==> src/rtl/inst_loader_pkg.sv <==
// Shared state encodings and frame field constants for the boot loader.
// Combinational constants only: no latency and no backpressure.
// Imported by inst_loader.
package inst_loader_pkg;
    localparam logic [2:0] ST_HDR_LO = 3'd0;
    localparam logic [2:0] ST_HDR_HI = 3'd1;
    localparam logic [2:0] ST_DATA   = 3'd2;
    localparam logic [2:0] ST_CHECK  = 3'd3;
    localparam logic [2:0] ST_RUN    = 3'd4;
    localparam logic [2:0] ST_ERROR  = 3'd5;

    localparam int HDR_LEN = 2;
    localparam int CHK_LEN = 1;
endpackage

==> src/rtl/inst_loader_byte_assembler.sv <==
// Packs four consecutive bytes into a little-endian 32-bit word.
// word_done_o/word_o are combinational on the 4th accepted byte (0 cycles).
// No backpressure: a byte is taken on every cycle that en_i is high.
module byte_assembler (
    input  logic        clk,
    input  logic        rst_n,
    input  logic        clr_i,
    input  logic        en_i,
    input  logic [7:0]  byte_i,
    output logic        word_done_o,
    output logic [31:0] word_o
);
    logic [1:0]  cnt_q, cnt_d;
    logic [23:0] sr_q, sr_d;

    // The three earlier bytes sit in sr_q; the 4th completes the word directly.
    assign word_done_o = en_i && (cnt_q == 2'd3);
    assign word_o      = {byte_i, sr_q};

    always_comb begin
        cnt_d = cnt_q;
        sr_d  = sr_q;
        if (clr_i) begin
            cnt_d = 2'd0;
            sr_d  = 24'd0;
        end else if (en_i) begin
            cnt_d = cnt_q + 2'd1;
            sr_d  = {byte_i, sr_q[23:8]};
        end
    end

    always_ff @(posedge clk or negedge rst_n) begin
        if (!rst_n) begin
            cnt_q <= 2'd0;
            sr_q  <= 24'd0;
        end else begin
            cnt_q <= cnt_d;
            sr_q  <= sr_d;
        end
    end
endmodule

==> src/rtl/inst_loader.sv <==
// Boot loader: parses a framed byte stream, writes words to imem, verifies XOR checksum.
// mem_we one cycle after a word's 4th byte; cpu_run/error one cycle after the deciding byte.
// in_ready is a state decode: high while loading, low in RUN/ERROR until start.
module inst_loader
    import inst_loader_pkg::*;
#(
    parameter int ADDR_W = 9,
    parameter int DEPTH  = 512
) (
    input  logic              clk,
    input  logic              rst_n,
    input  logic              in_valid,
    input  logic [7:0]        in_data,
    output logic              in_ready,
    input  logic              start,
    output logic              mem_we,
    output logic [ADDR_W-1:0] mem_addr,
    output logic [31:0]       mem_wdata,
    output logic              cpu_run,
    output logic              error,
    output logic [ADDR_W:0]   loaded_words
);
    localparam logic [16:0] DEPTH_L = 17'(DEPTH);

    logic [2:0]        state_q, state_d;
    logic [7:0]        n_lo_q, n_lo_d;
    logic [15:0]       n_q, n_d;
    logic [ADDR_W:0]   wcnt_q, wcnt_d, wcnt_inc;
    logic [7:0]        acc_q, acc_d;
    logic              we_q, we_d;
    logic [ADDR_W-1:0] addr_q, addr_d;
    logic [31:0]       wdata_q, wdata_d;
    logic              xfer, asm_clr, asm_en, word_done;
    logic [31:0]       word;
    logic [15:0]       n_full;

    assign in_ready = (state_q == ST_HDR_LO) || (state_q == ST_HDR_HI) ||
                      (state_q == ST_DATA)   || (state_q == ST_CHECK);
    assign xfer     = in_valid && in_ready;
    assign n_full   = {in_data, n_lo_q};
    assign wcnt_inc = wcnt_q + 1'b1;
    assign asm_clr  = xfer && (state_q == ST_HDR_HI);
    assign asm_en   = xfer && (state_q == ST_DATA);

    byte_assembler u_asm (
        .clk         (clk),
        .rst_n       (rst_n),
        .clr_i       (asm_clr),
        .en_i        (asm_en),
        .byte_i      (in_data),
        .word_done_o (word_done),
        .word_o      (word)
    );

    always_comb begin
        state_d = state_q;
        n_lo_d  = n_lo_q;
        n_d     = n_q;
        wcnt_d  = wcnt_q;
        acc_d   = acc_q;
        we_d    = 1'b0;
        addr_d  = addr_q;
        wdata_d = wdata_q;
        case (state_q)
            ST_HDR_LO: if (xfer) begin
                n_lo_d  = in_data;
                state_d = ST_HDR_HI;
            end
            ST_HDR_HI: if (xfer) begin
                n_d    = n_full;
                wcnt_d = '0;
                acc_d  = 8'd0;
                if ({1'b0, n_full} > DEPTH_L) state_d = ST_ERROR;
                else if (n_full == 16'd0)     state_d = ST_CHECK;
                else                          state_d = ST_DATA;
            end
            ST_DATA: if (xfer) begin
                acc_d = acc_q ^ in_data;
                if (word_done) begin
                    we_d    = 1'b1;
                    addr_d  = wcnt_q[ADDR_W-1:0];
                    wdata_d = word;
                    wcnt_d  = wcnt_inc;
                    if (16'(wcnt_inc) == n_q) state_d = ST_CHECK;
                end
            end
            ST_CHECK: if (xfer) begin
                state_d = (in_data == acc_q) ? ST_RUN : ST_ERROR;
            end
            ST_RUN, ST_ERROR: if (start) begin
                state_d = ST_HDR_LO;
                wcnt_d  = '0;
            end
            default: state_d = ST_HDR_LO;
        endcase
    end

    always_ff @(posedge clk or negedge rst_n) begin
        if (!rst_n) begin
            state_q <= ST_HDR_LO;
            n_lo_q  <= 8'd0;
            n_q     <= 16'd0;
            wcnt_q  <= '0;
            acc_q   <= 8'd0;
            we_q    <= 1'b0;
            addr_q  <= '0;
            wdata_q <= 32'd0;
        end else begin
            state_q <= state_d;
            n_lo_q  <= n_lo_d;
            n_q     <= n_d;
            wcnt_q  <= wcnt_d;
            acc_q   <= acc_d;
            we_q    <= we_d;
            addr_q  <= addr_d;
            wdata_q <= wdata_d;
        end
    end

    assign mem_we       = we_q;
    assign mem_addr     = addr_q;
    assign mem_wdata    = wdata_q;
    assign cpu_run      = (state_q == ST_RUN);
    assign error        = (state_q == ST_ERROR);
    assign loaded_words = wcnt_q;
endmodule

==> config.mk <==
export PLATFORM = sky130hd
export DESIGN_NAME = inst_loader
export DESIGN_NICKNAME = d
export VERILOG_FILES = /design/src/rtl/inst_loader_pkg.sv /design/src/rtl/inst_loader_byte_assembler.sv /design/src/rtl/inst_loader.sv
export SDC_FILE = /design/constraint.sdc
export NUM_CORES = 1
export LEC_CHECK = 0
export ABC_AREA = 1
export CAP_MARGIN = 40
export CORE_ASPECT_RATIO = 0.75
export CORE_MARGIN = 5
export CORE_UTILIZATION = 55
export CTS_CLUSTER_DIAMETER = 60
export DETAILED_ROUTE_END_ITERATION = 6
export GPL_TIMING_DRIVEN = 0
export PLACE_DENSITY = 0.79
export SLEW_MARGIN = 40
export SYNTH_ARGS = -nofsm -noshare
export SYNTH_HDL_FRONTEND = slang
export SYNTH_SLANG_ARGS = --single-unit
==> constraint.sdc <==
create_clock -name clk -period 3.2 [get_ports clk]
set_input_delay 0.32 -clock clk [delete_from_list [all_inputs] [get_ports clk]]
set_output_delay 0.32 -clock clk [all_outputs]
set_load 0.02 [all_outputs]
# Yosys cells after proc, flatten, opt, wreduce, memory -nomap -nowiden
# Index checks and enable logic that the tools add are counted.
# totals
ff_bits	113
in_bits	12
word_cells	74
# classes
addsub	2
order_cmp	1
n_eq_ne	15
mux	26
bitwise_logic	1
reduce_logical	19
# op_table
operator	n
24-bit two-way mux	2
10-bit two-way mux	4
10-bit one-hot mux with 3 select lines	1
3-bit two-way mux	8
10-bit by 16-bit equality test with 1-bit output	1
16-bit by 10-bit greater-than comparator with 1-bit output (second input constant)	1
16-bit zero test	1
8-bit two-way mux	2
8-bit one-hot mux with 2 select lines	1
3-bit one-hot mux with 5 select lines	1
10-bit by 1-bit adder with 10-bit output (second input constant)	1
2-bit != test (second input constant)	5
8-bit equality test	1
8-bit XOR	1
7-bit AND reduction	1
3-bit by 2-bit equality test with 1-bit output (second input constant)	2
3-bit equality test (second input constant)	2
3-bit AND reduction	2
1-bit two-way mux	5
5-bit AND reduction	1
1-bit logical AND	4
2-bit two-way mux	2
2-bit by 1-bit != test with 1-bit output (second input constant)	2
2-bit AND reduction	2
other kinds (8)	11

# Longest topological paths before layout
# Gate-level depths: netlist of run 1.
# depth
ltp_word	10
mapped_depth	13
mapped_depth_nobuf	13

# Modules after synthesis
# A second synthesis of run 1 with hierarchy kept.
# unflattened
cells_unflattened	606
hier_area_um2	5266.3
# modules_own_cells
module	n_inst	cells_per_inst	area_per_inst_um2
inst_loader	1	481	4001.3
byte_assembler	1	125	1265.0

# Worst setup path before layout of run 1
# No wires, ideal clock.
# synth_path
path_type	reg-to-reg
start	register wcnt_q[1], in the netlist loaded_words[1]
end	register state_q[2]
setup_ps	65
arrival_time_ps	1635
setup_slack_ps	1501
stages_incl_launch_ff	12
path_buffers	0
synth_period_minus_slack_ps	1699
cell_sequence	dfrtp_1 -> ha_1 -> nand2_1 -> nor2_1 -> nand2_1 -> nand3b_1 -> nand3_1 -> nor3_1 -> nand2_1 -> nand2_1 -> nand3_1 -> nand2_1
# synth_via
elab_chain_cells	4
# synth_lines
element	line_no	rtl
start: declaration	inst_loader.sv:28	logic [ADDR_W:0] wcnt_q, wcnt_d, wcnt_inc;
start signal: assignment	inst_loader.sv:112	wcnt_q <= wcnt_d;
10-bit by 1-bit adder with 10-bit output	inst_loader.sv:41	assign wcnt_inc = wcnt_q + 1'b1;
10-bit by 16-bit equality test with 1-bit output	inst_loader.sv:84	if (16'(wcnt_inc) == n_q) state_d = ST_CHECK;
2-bit by 1-bit != test with 1-bit output (no line)	--	
7-bit AND reduction (no line)	--	
end signal: assignment	inst_loader.sv:109	state_q <= state_d;
end: declaration	inst_loader.sv:25	logic [2:0] state_q, state_d;
# No other way between the ends.
# A chain may end at the register's enable or synchronous reset.

# Worst setup path after layout of run 1
# Ends and elaborated chain as after synthesis.

==> summary.txt, run 1 <==
Die
  – Initial Util: 0.5654
  – I/O pin count: 67
  – Core Box Area: 8491 sq um
  – Die area: 10720 sq um
  – Die height: 90.91 microns
  – Chip width: 117.9 microns
  – Row Count: 29

Synth
  – Async SR Flop Fraction: 1.000
  – Ys Warns: 0
  – Post-Synthesis Cells: 533
  – Sequential element share of the synthesized area: 0.5890
  – Adder-cell share of the synthesized area: 0.005212
  – Mapped Area: 4801 sq um
  – Fraction of the mapped netlist area in compound gates: 0.1350
  – Netlist cell types: 32
  – Post-Synth Simple-Gate Area: 0.1744
  – Post-synth top flop: dfrtp_1
  – Xor/xnor share of the synthesized area: 0.01642
  – Synthesis-stage register bit count: 113
  – Largest family of logic cells by synthesized area: simple AND/OR/NAND/NOR gates
  – Syn Nets: 547
  – Post-synth EDFFs: 0
  – Mux contribution to synthesized area: 0.002085
  – Mapped Avg Cell Area: 9.007 sq um

Worst setup path
  – CP most frequent cell: nand2_1
  – Setup slack, reg-to-reg: 1.06 ns
  – Slowest stage delay, CP: 0.42 ns
  – Worst EP required: 3.54 ns
  – Crit Path Class: reg2reg
  – Critical path endpoint category: flip-flop
  – CP bufs+invs: 0
  – CP max FO: 5
  – WP data arrival: 2.48 ns
  – Critical Path Source Type: flip-flop
  – CP max-delay cell: dfrtp_1
  – Top delay family on crit path: simple AND/OR/NAND/NOR gates
  – CP cell instances: ha_1 > nand2_1 > nor2_1 > nand3_1 > nand3b_1 > nand2_1 > nor3_1 > nand2_1 > nand2_1 > nand3_1 > nand2_1

Route
  – Initial DRC Count: 388
  – DRT Wirelength: 11810 microns
  – Vias/cell: 5.481
  – Number of vias in the routed layout: 4056
  – DR WL/cell: 15.95 microns
  – # DRC: 0
  – Antenna-violating nets left: 0
  – Drt first pass iters: 5

Global routing
  – Initial antenna violation count: 0
  – Global route overflow: 0
  – GRT Util Overall: 0.2380
  – Largest net degree at the start of global routing: 68
  – Global-route wire length before repair: 20340 microns
  – Vias in the first global route: 4018

Finish
  – Commonest non-fill, non-tap cells in the layout: nand2_1 (133), dfrtp_1 (113), o21ai_0 (72)
  – Fillcell total: 635
  – Area grow syn2layout: 29.19%
  – Layout Cells excl Fill: 740
  – Ant diodes: 0
  – Post-layout nets: 634
  – Fin util: 0.7305
  – Share of post-route cells with drive strength above 1: 0.07595
  – Multi-input logic area: 1599 sq um
  – Commonest non-fill, non-tap cell in the layout: nand2_1
  – Cell area after layout: 6202 sq um
  – FF+latch area: 2828 sq um

Placement
  – Placed Area: 5622 sq um
  – GPL Wtd Cong: 0.7985
  – Dpl ws: 1.114 ns
  – Port buffer count: 66
  – Placed cell count: 708
  – DP HPWL: 8191 microns

Power and ir drop
  – PD cells: 671.7 nW/um^2
  – PnR Total Power: 4.166 mW
  – Worst vdd ir: 0.5077 mV
  – Leak Pwr: 2.879 nW

STA
  – Setup ws final: 1.060 ns
  – Min Hold Slack: 0.4459 ns
  – Clock Skews: 0.007519 ns
  – Final period utilization: 0.6688
  – Setup TNS: 0 ns
  – Maximum clock frequency: 0.4672 GHz
  – Pins Over Slew Limit: 0
  – Setup violations, final: 0
  – Final min period: 2.140 ns
  – Max_slew headroom: 0.6728
  – Final hold vios: 0
  – Unrepaired setup endpoints after global routing: false
  – Worst slew pin tran: 0.4908 ns

Clock network
  – TritonCTS Buffers: 17
  – CTS resizes: 0
  – Clk pin slew, worst setup/hold paths: 0.05 ns
  – CTS tree: done
  – CTS Buffer Depth: 2
  – CTS sink count: 113
  – CTS H-tree depth: 4
  – Worst-Skew Late Latency: 0.41 ns
  – Root Buffer Master: clkbuf_16

Worst hold path
  – Hold Crit Class: in2async

Run
  – Max-Cap Viols: 0

Status
  – Status: complete, no violations
## worst paths after layout
| check | start | end | cells after the start |
|---|---|---|---|
| min in group clk | n_q[11] | n_q[11] | 2 |
| setup / recovery | loaded_words[1] | state_q[2] | 11 |
| hold reg to reg | n_q[11] | n_q[11] | 2 |
| setup reg to reg | loaded_words[1] | state_q[2] | 11 |
| hold / removal | rst_n | acc_q[4] | 2 |
| max in group asynchronous | rst_n | mem_addr[6] | 3 |
## flip-flops by register name, indices dropped and copies added (netlist names)
signal        count
state_q           3
mem_addr          9
mem_we            1
mem_wdata        32
u_asm.sr_q       24
n_q              16
loaded_words     10
u_asm.cnt_q       2
acc_q             8
n_lo_q            8
## report_power, final
part | switching (mW) | internal (mW)
Sequential | 0.102 | 1.59
Combinational | 0.444 | 0.244
Clock | 0.607 | 1.18
## synth_stat cells (2+ instances only)
master	number	area [sq um]
a21oi_1	3	15.01
a22o_1	5	43.79
buf_2	4	20.02
buf_4	2	15.01
buf_6	2	22.52
clkbuf_1	11	41.29
dfrtp_1	113	2828
ha_1	2	25.02
inv_1	70	262.8
nand2_1	133	499.2
nand2_2	3	18.77
nand3_1	29	145.1
nand3b_1	4	30.03
nand4_1	2	12.51
nor2_1	20	75.07
nor2_2	3	18.77
nor3_1	5	25.02
o21ai_0	72	360.4
o21ai_1	4	20.02
o22ai_1	27	168.9
xnor2_1	4	35.03
xor2_1	5	43.79
## layout make-up
type / count / area share
sequential: 113 / 0.4559
buffer: 19 / 0.01594
multi-input combinational: 328 / 0.2578
clock buffer: 27 / 0.08433
tap: 108 / 0.02179
timing repair buffer: 68 / 0.1122
inverter: 73 / 0.04438
clock inverter: 4 / 0.007666
## metal layers
metal,vias up,global-route usage,share of wire
li1,1911,-,-
met1,1980,0.3252,0.44
met2,150,0.3625,0.47
met3,15,0.08328,0.082
met4,0,0.07068,0.0097
met5,-,0,0
## repair_timing
action / in CTS / in global routing
hold buffers: 1 / 0
buffers inserted: 0 / 0
hold endpoints to repair: 66 / 0
## cell families after synthesis
logic type | after synthesis
AOI/OAI and AO/OA | 115
xor gates and xnor gates | 9
buffers and inverters | 92
muxes | 1
and+or+nand+nor | 201
DFF | 113
adders and majority gates | 2
Note: power is estimated with default switching activity, not from simulation.
==> inputs of run 2 (changes only) <==
Settings changed: CORE_UTILIZATION 55 to 49, PLACE_DENSITY 0.79 to 0.75.
Clock period 3.2 ns to 1.93 ns, I/O delays scaled along.
==> run 2 against run 1 <==
Against the previous run:
- routed wire length rose by 6.4%
- cell area rose by 3.9%
- sequential power rose by 66%
- utilization fell by 6.1 points
- sequential share of layout area fell by 1.6 points
- clock power rose by 110%
- count of clock-buffer cells in the layout fell by 4
- non-clock buffer count rose by 3
- first-iteration DRC count fell by 14%
- critical path type unchanged
- critical endpoint unchanged
- largest cell class unchanged
- largest power group unchanged
==> summary.txt, run 2 (same netlist as run 1, synthesis figures left out) <==
Route
  – Initial DRC Count: 334 (was 388)
  – Number of vias in the routed layout: 4158 (was 4056)
  – # DRC: 0 (unchanged)
  – DR WL/cell: 16.36 microns (was 15.95 microns)
  – Vias/cell: 5.414 (was 5.481)
  – DRT Wirelength: 12560 microns (was 11810 microns)
  – Drt first pass iters: 5 (unchanged)
  – Antenna-violating nets left: 0 (unchanged)

Clock network
  – TritonCTS Buffers: 17 (unchanged)
  – Clk pin slew, worst setup/hold paths: 0.05 ns (about the same)
  – CTS sink count: 113 (unchanged)
  – CTS H-tree depth: 4 (unchanged)
  – CTS Buffer Depth: 2 (unchanged)
  – Root Buffer Master: clkbuf_16 (unchanged)
  – CTS tree: done (unchanged)
  – Worst-Skew Late Latency: 0.41 ns (about the same)

Finish
  – Ant diodes: 0 (unchanged)
  – Area grow syn2layout: 34.19% (was 29.19%)
  – Commonest non-fill, non-tap cells in the layout: nand2_1 (130), dfrtp_1 (109), o21ai_0 (72) (was nand2_1 (133), dfrtp_1 (113), o21ai_0 (72))
  – Commonest non-fill, non-tap cell in the layout: nand2_1 (unchanged)
  – Largest register FFs: 32 (unchanged)
  – Share of post-route cells with drive strength above 1: 0.1053 (was 0.07595)
  – Post-layout nets: 637 (was 634)

Global routing
  – Vias in the first global route: 4071 (was 4018)
  – Global route overflow: 0 (unchanged)
  – GRT Util Overall: 0.2183 (was 0.2380)
  – Global-route wire length before repair: 20530 microns (was 20340 microns)
  – Initial antenna violation count: 0 (unchanged)
  – Largest net degree at the start of global routing: 73 (was 68)

Placement
  – GPL Wtd Cong: 0.8710 (was 0.7985)
  – DP HPWL: 8308 microns (was 8191 microns)
  – Port buffer count: 66 (unchanged)

Worst setup path
  – Top delay family on crit path: simple AND/OR/NAND/NOR gates (unchanged)
  – Slowest stage delay, CP: 0.43 ns (was 0.42 ns)
  – Crit Path Class: reg2reg (unchanged)
  – CP max-delay cell: dfrtp_2 (was dfrtp_1)
  – CP most frequent cell: nand2_1 (unchanged)
  – Setup slack, reg-to-reg: 0.08 ns (was 1.06 ns)
  – Worst R2R End: state_q[2] (unchanged)
  – CP cell instances: ha_2 > inv_1 > nand2_1 > nand2_1 > nor2_1 > nand2_1 > nor2_2 > nand3_1 > nor3_2 > nand2_1 > nand2_2 > nand3_1 > nand2_1 (was ha_1 > nand2_1 > nor2_1 > nand3_1 > nand3b_1 > nand2_1 > nor3_1 > nand2_1 > nand2_1 > nand3_1 > nand2_1)
  – Worst R2R Start: loaded_words[1] (unchanged)
  – Worst EP required: 2.27 ns (was 3.54 ns)
  – WP data arrival: 2.19 ns (was 2.48 ns)
  – Critical path endpoint category: flip-flop (unchanged)
  – Critical Path Source Type: flip-flop (unchanged)
  – CP max FO: 5 (unchanged)
  – CP bufs+invs: 1 (was 0)
  – FF-to-FF path depth: 13 (was 11)

STA
  – Final min period: 1.854 ns (was 2.140 ns)
  – Final hold vios: 0 (unchanged)
  – Clock Skews: 0.006035 ns (was 0.007519 ns)
  – Final period utilization: 0.9607 (was 0.6688)
  – Min Hold Slack: 0.2665 ns (was 0.4459 ns)
  – Unrepaired setup endpoints after global routing: true (was false)
  – Pins Over Slew Limit: 0 (unchanged)
  – Setup violations, final: 0 (unchanged)
  – Worst slew pin tran: 0.5263 ns (was 0.4908 ns)
  – Maximum clock frequency: 0.5393 GHz (was 0.4672 GHz)
  – Setup TNS: 0 ns (unchanged)
  – Max_slew headroom: 0.6491 (was 0.6728)

Die
  – Die area: 11900 sq um (was 10720 sq um)
  – I/O pin count: 67 (unchanged)
  – Die height: 95.72 microns (was 90.91 microns)
  – Initial Util: 0.4991 (was 0.5654)
  – Core Box Area: 9619 sq um (was 8491 sq um)
  – Chip width: 124.3 microns (was 117.9 microns)
  – Row Count: 31 (was 29)

Status
  – Status: complete, no violations (unchanged)

Worst hold path
  – Hold Crit Class: in2async (unchanged)

Run
  – Max-Cap Viols: 0 (unchanged)

Power and ir drop
  – Worst vdd ir: 0.6972 mV (was 0.5077 mV)
  – PD cells: 1196 nW/um^2 (was 671.7 nW/um^2)
  – Leak Pwr: 2.984 nW (was 2.879 nW)
[run 2: cell count changes in the layout (fill, tap and decap cells not counted), moves of 3 or more]
cell / before / now
bufinv_16: 1 / 6
clkbuf_1: 15 / 12
dfrtp_1: 113 / 109
dfrtp_2: 0 / 4
nand2_1: 133 / 130
nor2_1: 20 / 17
[run 2: how the worst max path moves through the flow]
stage / from / end / cells past startpoint
after floorplan: loaded_words[1] / state_q[2] / 11
after CTS: state_q[2] / loaded_words[9] / 10
after detailed placement: in_valid / loaded_words[9] / 8
after global routing: loaded_words[0] / state_q[2] / 13
after global placement: rst_n / mem_addr[5] / 1
final: loaded_words[1] / state_q[2] / 13
[run 2: repair_timing]
item,in CTS,in global routing
endpoints found under the setup margin,4,26
endpoints found under the hold margin,41,0
setup buffers,0,3
pin swaps,0,1
hold buffers,1,0
resized for setup,3,15
[run 2: worst register-to-register path: cells and delay by family (launching register included)]
family	cells	cell delay, ns
adders and majority gates	1	0.33
buffers and inverters	1	0.06
and+or+nand+nor	11	0.97
DFF	1	0.43
[run 2: stage by stage]
stage,setup slack [ns],utilization,cell area (sq um),power (mW),std cells
6_report,0.07589,0.6697,6442,7.703,768
5_1_grt,-0.06775,0.6697,6442,8.012,768
4_1_cts,0.001869,0.6618,6366,7.648,765
3_5_place_dp,-0.05127,0.5883,5659,3.939,732
3_3_place_gp,-3.523,0.5849,5627,3.895,731
2_1_floorplan,0.2306,-,4801,3.561,533
[run 2: final cells by class]
cell class              instances  area, sq um
plain buffers                  19        98.84
clock buffers                  23        498.0
clock inverters                 9        198.9
fillers                       770         3177
inverters                      73        276.5
multi-input cells             328         1637
flip-flops and latches        113         2833
well taps                     132        165.2
repair buffers                 71        735.7
[run 2: routing by layer]
metal	vias to the layer above	share of wire	GRT usage
li1	1925	-	-
met1	2016	0.43	0.2876
met2	188	0.47	0.3489
met3	29	0.084	0.06323
met4	0	0.018	0.08212
met5	-	0	0
[run 2: power by group]
| part | internal, mW | leakage (nW) | switching, mW |
|---|---|---|---|
| clock network | 2.59 | 0.343 | 1.08 |
| logic | 0.443 | 1.10 | 0.784 |
| registers | 2.63 | 1.54 | 0.180 |
